File: src/rtl/kplic_gateway_if.sv
// Interrupt gateway bus bundle: raw sources and register-side controls in,
// request pulses and in-service flags out.
interface kplic_gateway_if #(
    parameter int INT_NUM          = 32,
    parameter int INT_WIDTH        = 5,
    parameter int KPLIC_DATA_WIDTH = 32
);
    logic [INT_NUM-1:0]          ext_int;
    logic [KPLIC_DATA_WIDTH-1:0] int_enable;
    logic [KPLIC_DATA_WIDTH-1:0] int_type;
    logic                        int_complete;
    logic [INT_WIDTH-1:0]        int_complete_id;
    logic [INT_NUM-1:0]          valid_int_req;
    logic [INT_NUM-1:0]          int_in_service;

    modport master (
        output ext_int, int_enable, int_type, int_complete, int_complete_id,
        input  valid_int_req, int_in_service
    );

    modport slave (
        input  ext_int, int_enable, int_type, int_complete, int_complete_id,
        output valid_int_req, int_in_service
    );
endinterface

File: src/rtl/kplic_gateway.sv
// KPLIC interrupt gateway: per-source synchronizer plus IDLE/WAIT request FSM.
// Optional KPLIC_EDGE_CNT_EN keeps a saturating count of edges seen while in WAIT.
module kplic_gateway #(
    parameter int INT_NUM          = 32,
    parameter int INT_WIDTH        = 5,
    parameter int KPLIC_DATA_WIDTH = 32
) (
    input logic       kplic_clk,
    input logic       kplic_rstn,
    kplic_gateway_if.slave gw
);

    localparam logic [0:0] IDLE = 1'b0;
    localparam logic [0:0] WAIT = 1'b1;
    // Source 0 is reserved; every per-source vector is masked with this.
    localparam logic [INT_NUM-1:0] SRC_MASK = {{(INT_NUM-1){1'b1}}, 1'b0};

    logic [INT_NUM-1:0]          s1_r;
    logic [INT_NUM-1:0]          s2_r;
    logic [INT_NUM-1:0]          s2_d_r;
    logic [INT_NUM-1:0]          state_r;
    logic [INT_NUM-1:0]          state_nxt_s;
    logic [INT_NUM-1:0]          valid_r;
    logic [INT_NUM-1:0]          valid_nxt_s;
    logic [KPLIC_DATA_WIDTH-1:0] enable_s;
    logic [KPLIC_DATA_WIDTH-1:0] type_s;
    logic [INT_NUM-1:0]          edge_s;
    logic [INT_NUM-1:0]          trig_s;
    logic [INT_NUM-1:0]          hit_s;

`ifdef KPLIC_EDGE_CNT_EN
    logic [INT_NUM-1:0][1:0]     cnt_r;
    logic [INT_NUM-1:0][1:0]     cnt_nxt_s;

    // A completion only consumes a stored edge when one is stored, so no underflow.
    function automatic logic [1:0] cnt_next(input logic [1:0] cnt, input logic inc,
                                            input logic dec);
        logic [2:0] sum;
        sum = {1'b0, cnt} + {2'b00, inc} - {2'b00, (dec && (cnt != 2'd0))};
        if (sum > 3'd3) begin
            return 2'd3;
        end else begin
            return sum[1:0];
        end
    endfunction
`endif

    assign enable_s = gw.int_enable;
    assign type_s   = gw.int_type;

    // Two-flop synchronizer plus delayed copy for edge detection.
    always_ff @(posedge kplic_clk or negedge kplic_rstn) begin
        if (!kplic_rstn) begin
            s1_r   <= '0;
            s2_r   <= '0;
            s2_d_r <= '0;
        end else begin
            s1_r   <= gw.ext_int;
            s2_r   <= s1_r;
            s2_d_r <= s2_r;
        end
    end

    // Enable-qualified triggers: rising edge for edge sources, high level otherwise.
    always_comb begin
        edge_s = s2_r & ~s2_d_r & enable_s[INT_NUM-1:0] & type_s[INT_NUM-1:0] & SRC_MASK;
        trig_s = ((s2_r & enable_s[INT_NUM-1:0] & ~type_s[INT_NUM-1:0]) | edge_s) & SRC_MASK;
    end

    // Completion decode; IDs outside 1..INT_NUM-1 match no source.
    always_comb begin
        hit_s = '0;
        for (int i = 0; i < INT_NUM; i++) begin
            if (gw.int_complete && (gw.int_complete_id == INT_WIDTH'(i))) begin
                hit_s[i] = SRC_MASK[i];
            end else begin
                hit_s[i] = 1'b0;
            end
        end
    end

    // Per-source request FSM next-state and request pulse generation.
    always_comb begin
        state_nxt_s = state_r;
        valid_nxt_s = '0;
`ifdef KPLIC_EDGE_CNT_EN
        cnt_nxt_s   = cnt_r;
`endif
        for (int i = 0; i < INT_NUM; i++) begin
            case (state_r[i])
                IDLE: begin
                    if (trig_s[i]) begin
                        valid_nxt_s[i] = 1'b1;
                        state_nxt_s[i] = WAIT;
                    end else begin
                        state_nxt_s[i] = IDLE;
                    end
                end
                WAIT: begin
`ifdef KPLIC_EDGE_CNT_EN
                    if (hit_s[i] && ((cnt_r[i] != 2'd0) || edge_s[i])) begin
                        valid_nxt_s[i] = 1'b1;
                        state_nxt_s[i] = WAIT;
                    end else if (hit_s[i]) begin
                        state_nxt_s[i] = IDLE;
                    end else begin
                        state_nxt_s[i] = WAIT;
                    end
                    cnt_nxt_s[i] = cnt_next(cnt_r[i], edge_s[i], hit_s[i]);
`else
                    if (hit_s[i]) begin
                        state_nxt_s[i] = IDLE;
                    end else begin
                        state_nxt_s[i] = WAIT;
                    end
`endif
                end
                default: begin
                    state_nxt_s[i] = IDLE;
                end
            endcase
        end
    end

    // FSM state and registered request pulses.
    always_ff @(posedge kplic_clk or negedge kplic_rstn) begin
        if (!kplic_rstn) begin
            state_r <= '0;
            valid_r <= '0;
        end else begin
            state_r <= state_nxt_s & SRC_MASK;
            valid_r <= valid_nxt_s & SRC_MASK;
        end
    end

`ifdef KPLIC_EDGE_CNT_EN
    // Saturating count of edges seen while waiting for completion.
    always_ff @(posedge kplic_clk or negedge kplic_rstn) begin
        if (!kplic_rstn) begin
            cnt_r <= '0;
        end else begin
            cnt_r <= cnt_nxt_s;
        end
    end
`endif

    assign gw.valid_int_req  = valid_r;
    assign gw.int_in_service = state_r;

endmodule

File: src/flat_wrapper.sv
// flat-port wrapper written by rule: the top's interface ports become plain ports
module kplic_gateway_flat 
#(
    parameter int INT_NUM          = 32,
    parameter int INT_WIDTH        = 5,
    parameter int KPLIC_DATA_WIDTH = 32
)
  (kplic_clk, kplic_rstn, gw_ext_int, gw_int_enable, gw_int_type, gw_int_complete, gw_int_complete_id, gw_valid_int_req, gw_int_in_service);
  kplic_gateway_if #(.INT_NUM(INT_NUM), .INT_WIDTH(INT_WIDTH), .KPLIC_DATA_WIDTH(KPLIC_DATA_WIDTH)) gw_i ();
  input logic kplic_clk;
  input logic kplic_rstn;
  input wire logic [$bits(gw_i.ext_int)-1:0] gw_ext_int;
  input wire logic [$bits(gw_i.int_enable)-1:0] gw_int_enable;
  input wire logic [$bits(gw_i.int_type)-1:0] gw_int_type;
  input wire logic [$bits(gw_i.int_complete)-1:0] gw_int_complete;
  input wire logic [$bits(gw_i.int_complete_id)-1:0] gw_int_complete_id;
  output wire logic [$bits(gw_i.valid_int_req)-1:0] gw_valid_int_req;
  output wire logic [$bits(gw_i.int_in_service)-1:0] gw_int_in_service;
  assign gw_i.ext_int = gw_ext_int;
  assign gw_i.int_enable = gw_int_enable;
  assign gw_i.int_type = gw_int_type;
  assign gw_i.int_complete = gw_int_complete;
  assign gw_i.int_complete_id = gw_int_complete_id;
  assign gw_valid_int_req = gw_i.valid_int_req;
  assign gw_int_in_service = gw_i.int_in_service;
  kplic_gateway #(.INT_NUM(INT_NUM), .INT_WIDTH(INT_WIDTH), .KPLIC_DATA_WIDTH(KPLIC_DATA_WIDTH)) u_core (.kplic_clk(kplic_clk), .kplic_rstn(kplic_rstn), .gw(gw_i));
endmodule
File: config.mk
export PLATFORM = sky130hd
export DESIGN_NAME = kplic_gateway_flat
export DESIGN_NICKNAME = d
export VERILOG_FILES = /design/src/rtl/kplic_gateway_if.sv /design/src/rtl/kplic_gateway.sv /design/src/flat_wrapper.sv
export SDC_FILE = /design/constraint.sdc
export NUM_CORES = 1
export LEC_CHECK = 0
export CAP_MARGIN = 20
export CORE_MARGIN = 1
export CORE_UTILIZATION = 44
export CTS_CLUSTER_SIZE = 28
export DETAILED_ROUTE_END_ITERATION = 7
export HOLD_SLACK_MARGIN = 0.03
export PLACE_DENSITY = 0.79
export SLEW_MARGIN = 20
export SYNTH_ARGS = -nofsm -noshare
export SYNTH_HDL_FRONTEND = slang
export SYNTH_SLANG_ARGS = --single-unit
export TNS_END_PERCENT = 10
File: constraint.sdc
create_clock -name kplic_clk -period 0.8 [get_ports kplic_clk]
set_input_delay 0.12 -clock kplic_clk [delete_from_list [all_inputs] [get_ports kplic_clk]]
set_output_delay 0.12 -clock kplic_clk [all_outputs]
set_load 0.1 [all_outputs]
==> run_results.csv <==
group,metric,value,unit
yosys,synth_top_area_frac,0.822,
global_routing,grt_pass1_vias,3853,
yosys,post_synth_num_cell_types,15,
cells_and_area,fillCellCount,497,
yosys,ys.flop_type,"sky130_fd_sc_hd__dfrtp_1",
global_routing,grt_first_pass_wirelength,20800,um
cells_and_area,multi_input_area,1110,um^2
yosys,synth-simple-area-share,0.0920,
timing,timing.fmax,698,MHz
cells_and_area,layout.area.seq,3990,um^2
clocking,htree_num_levels,4,
yosys,post_synth_mux_area_share,0,
cells_and_area,final_cell_count_no_fill,688,
global_routing,grt_start_max_net_pins,32,
worst_setup_path,worstSetupStartpointType,"flip-flop",
power_and_ir_drop,p_per_area,3650,nW/um^2
timing,fin_ws,-0.633,ns
drt,num_vias,3370,
worst_setup_path,required,0.68,ns
drt,drt-initial-drc-count,134,
power_and_ir_drop,sw_frac_of_total,0.388,
global_routing,antenna_violations_before_repair,1,
drt,total_detailed_routing_wirelength,13700,um
placed_design,gpl.final_weighted_congestion,0.767,
cells_and_area,final_area,8750,um^2
placed_design,dp_cells,614,
cells_and_area,post_route_cells_drive_above_1_share,0.348,
placed_design,io_buffers,162,
yosys,ys_warn_count,0,
cells_and_area,nets,642,
drt,drt_pass1_iterations,4,
floorplan,start_util,0.455,
power_and_ir_drop,leakagePower,3.64,nW
floorplan,fp.dieArea,11100,um^2
floorplan,io-pin-count,168,
worst_setup_path,r2r_slack,-0.35,ns
yosys,dominant_combinational_cell_family_by_area_after_synthesis,"simple AND/OR/NAND/NOR gates",
worst_setup_path,critical_path_peak_fanout,3,
yosys,synth_compound_area_frac,0.0817,
worst_setup_path,endpoint_of_the_lowest_slack_register_to_register_path,"u_core.gw.int_in_service[7]",
timing,slew_violations,0,
yosys,synth_area_in_adders,0,
yosys,ys_top_cells_by_area,"sky130_fd_sc_hd__dfrtp_1, sky130_fd_sc_hd__a211oi_1, sky130_fd_sc_hd__nand2b_1",
floorplan,dieHeight,106,um
timing,setup_violations,110,
worst_setup_path,setup.worst_path.start,"u_core.gw.int_in_service[12]",
yosys,ys_ff_latch,155,
worst_setup_path,timing.critical_path.to_type,"primary output",
floorplan,placement_rows,37,
drt,drcViolationCount,0,
floorplan,floorplan.core_area,10400,um^2
worst_setup_path,setup.worst_path.class,"flip-flop to primary output",
power_and_ir_drop,p_sw,12.4,mW
yosys,post_synth_instance_area,4720,um^2
yosys,postSynthCellCount,299,
power_and_ir_drop,power.sequential.fraction,0.335,
timing,layout_worst_path_cycle_share,1.79,
clocking,cts-root-to-sink-buffers,2,
power_and_ir_drop,cellInternalPower,19.5,mW
timing,final_period_minus_worst_setup_slack,1.43,ns
power_and_ir_drop,power.combinational.fraction,0.399,
yosys,synth-edff-count,0,
yosys,post_synth.cell_area_avg,15.8,um^2
timing,report.final.hold_viol_count,0,
power_and_ir_drop,maximum_vdd_drop,2.76,mV
floorplan,floorplan.die.width,106,um
status,failing_checks,"negative setup slack",
yosys,synth_seq_area_share,0.822,
power_and_ir_drop,pwr-share-clk,0.265,
placed_design,post_dp_cell_area,7570,um^2
yosys,synth_area_leader_cell,"sky130_fd_sc_hd__dfrtp_1",
global_routing,globalRouteOverflowTotal,0,
timing,final.setup_skew,0.00965,ns
clocking,cts_tree,"done",
placed_design,detailedPlacementHpwl,8690,um
yosys,synthMostInstantiatedCell,"sky130_fd_sc_hd__dfrtp_1",
timing,setup_total_negative_slack,-36.27,ns
worst_setup_path,arrival,1.31,ns
yosys,synth_common_cells,"sky130_fd_sc_hd__dfrtp_1, sky130_fd_sc_hd__nand2b_1, sky130_fd_sc_hd__nand2_1",
cells_and_area,syn_to_final_growth,85.6,%
worst_hold_path,hp-class,"primary input to asynchronous set/reset pin",
worst_setup_path,cp-endpoint,"gw_int_in_service[12]",
clocking,sinks_on_clock_net,155,
worst_setup_path,ff2ff_path_depth,4,
yosys,synth-xor-area-share,0,
global_routing,grt_usage,0.259,
drt,post_drt_via_cell_ratio,4.90,
clocking,clock_tree.root_cell,"sky130_fd_sc_hd__clkbuf_8",
clocking,cts_made_buffers,17,
clocking,insertion_delay,0.53,ns
worst_setup_path,rr_startpoint,"u_core.gw.int_in_service[7]",
timing,grt_setup_unrepaired,"true",
yosys,asyncSetResetFlopFracSynth,1.00,
clocking,clk_pin_slew_worst_paths,0.06,ns
status,status,"finished with violations",
drt,wire_per_inst,19.8,um
drt,antenna_left,0,
job,max_cap_viol_count,0,
-- cells by family after synthesis --
logic type / after synthesis
buf+inv: 2
compound gates: 62
flops: 155
simple gates: 79
other cells: 1
-- layout by cell type, fill, tap and decap left out, drive strengths merged, types with 2 or more instances in the layout --
| cell type | instances |
|---|---|
| bufinv | 5 |
| dlygate4sd3 | 25 |
| nand2 | 33 |
| a211oi | 30 |
| nand2b | 34 |
| o21ai | 32 |
| dlygate4sd2 | 2 |
| clkbuf | 20 |
| dfrtp | 155 |
| clkinvlp | 2 |
| clkinv | 5 |
| conb | 2 |
| nand4b | 3 |
| buf | 97 |
| or2 | 2 |
| nand4bb | 3 |
| clkdlybuf4s50 | 97 |
-- how the worst min path moves through the flow --
stage | end | slack (ns) | depth (start not counted)
2_1_floorplan | u_core.gw.int_in_service[28] | -0.18 | 0
3_3_place_gp | u_core.gw.int_in_service[22] | 0.02 | 1
3_5_place_dp | u_core.gw.int_in_service[22] | 0.02 | 1
4_1_cts | u_core.s1_r[9] | 0.03 | 1
5_1_grt | u_core.s1_r[7] | 0.03 | 1
6_report | u_core.gw.int_in_service[18] | 0.04 | 2
-- layer usage --
layer,wire length [um],share of wire,vias to the layer above,track usage
met3,519,0.038,41,0.0544
met5,0,0,-,0
met2,7470,0.55,117,0.451
met1,5060,0.37,1725,0.296
met4,603,0.044,0,0.153
li1,-,-,1487,-
-- critical path: stages, from the launching register on --
cell	delay [ns]
sky130_fd_sc_hd__dfrtp_4	0.50
sky130_fd_sc_hd__buf_6	0.13
sky130_fd_sc_hd__buf_12	0.15
-- what timing repair did --
item                                    CTS  global route
hold endpoints to repair                177             2
buffers inserted                          9             7
endpoints found under the setup margin  107           119
pin swaps                                 1             4
hold buffers                             23             2
resized for setup                        25            20
-- power by group through the flow --
stage	clock network [mW]	registers, mW	logic [mW]
2_1_floorplan	0	16.2	0.803
3_3_place_gp	0	10.7	11.4
3_5_place_dp	0	10.8	11.5
4_1_cts	8.55	10.7	12.3
5_1_grt	8.93	10.8	13.1
6_report	8.48	10.7	12.8
-- through the flow --
step | util | hold WS, ns | total power [mW] | setup WS (ns)
floorplan | - | -0.176 | 17.0 | -0.203
global placement | 0.730 | 0.0187 | 22.1 | -0.674
detailed placement | 0.730 | 0.0186 | 22.3 | -0.714
CTS | 0.829 | 0.0312 | 31.5 | -0.645
global route | 0.844 | 0.0315 | 32.8 | -0.660
finish | 0.844 | 0.0414 | 31.9 | -0.633
-- flip-flops by register name, summed over array words and instances (netlist names) --
signal                    cells
u_core.gw.valid_int_req      31
u_core.gw.int_in_service     31
u_core.s2_r                  31
u_core.s1_r                  31
u_core.s2_d_r                31
-- cell type report --
cell class                      count  area share
Tap cell                          136      0.0194
Antenna cell                        1    0.000286
Sequential cell                   155       0.456
Clock buffer                       20      0.0486
Timing Repair Buffer              221       0.325
Clock inverter                     12      0.0226
Multi-Input combinational cell    143       0.127
Note: power is estimated with default switching activity, not from simulation.
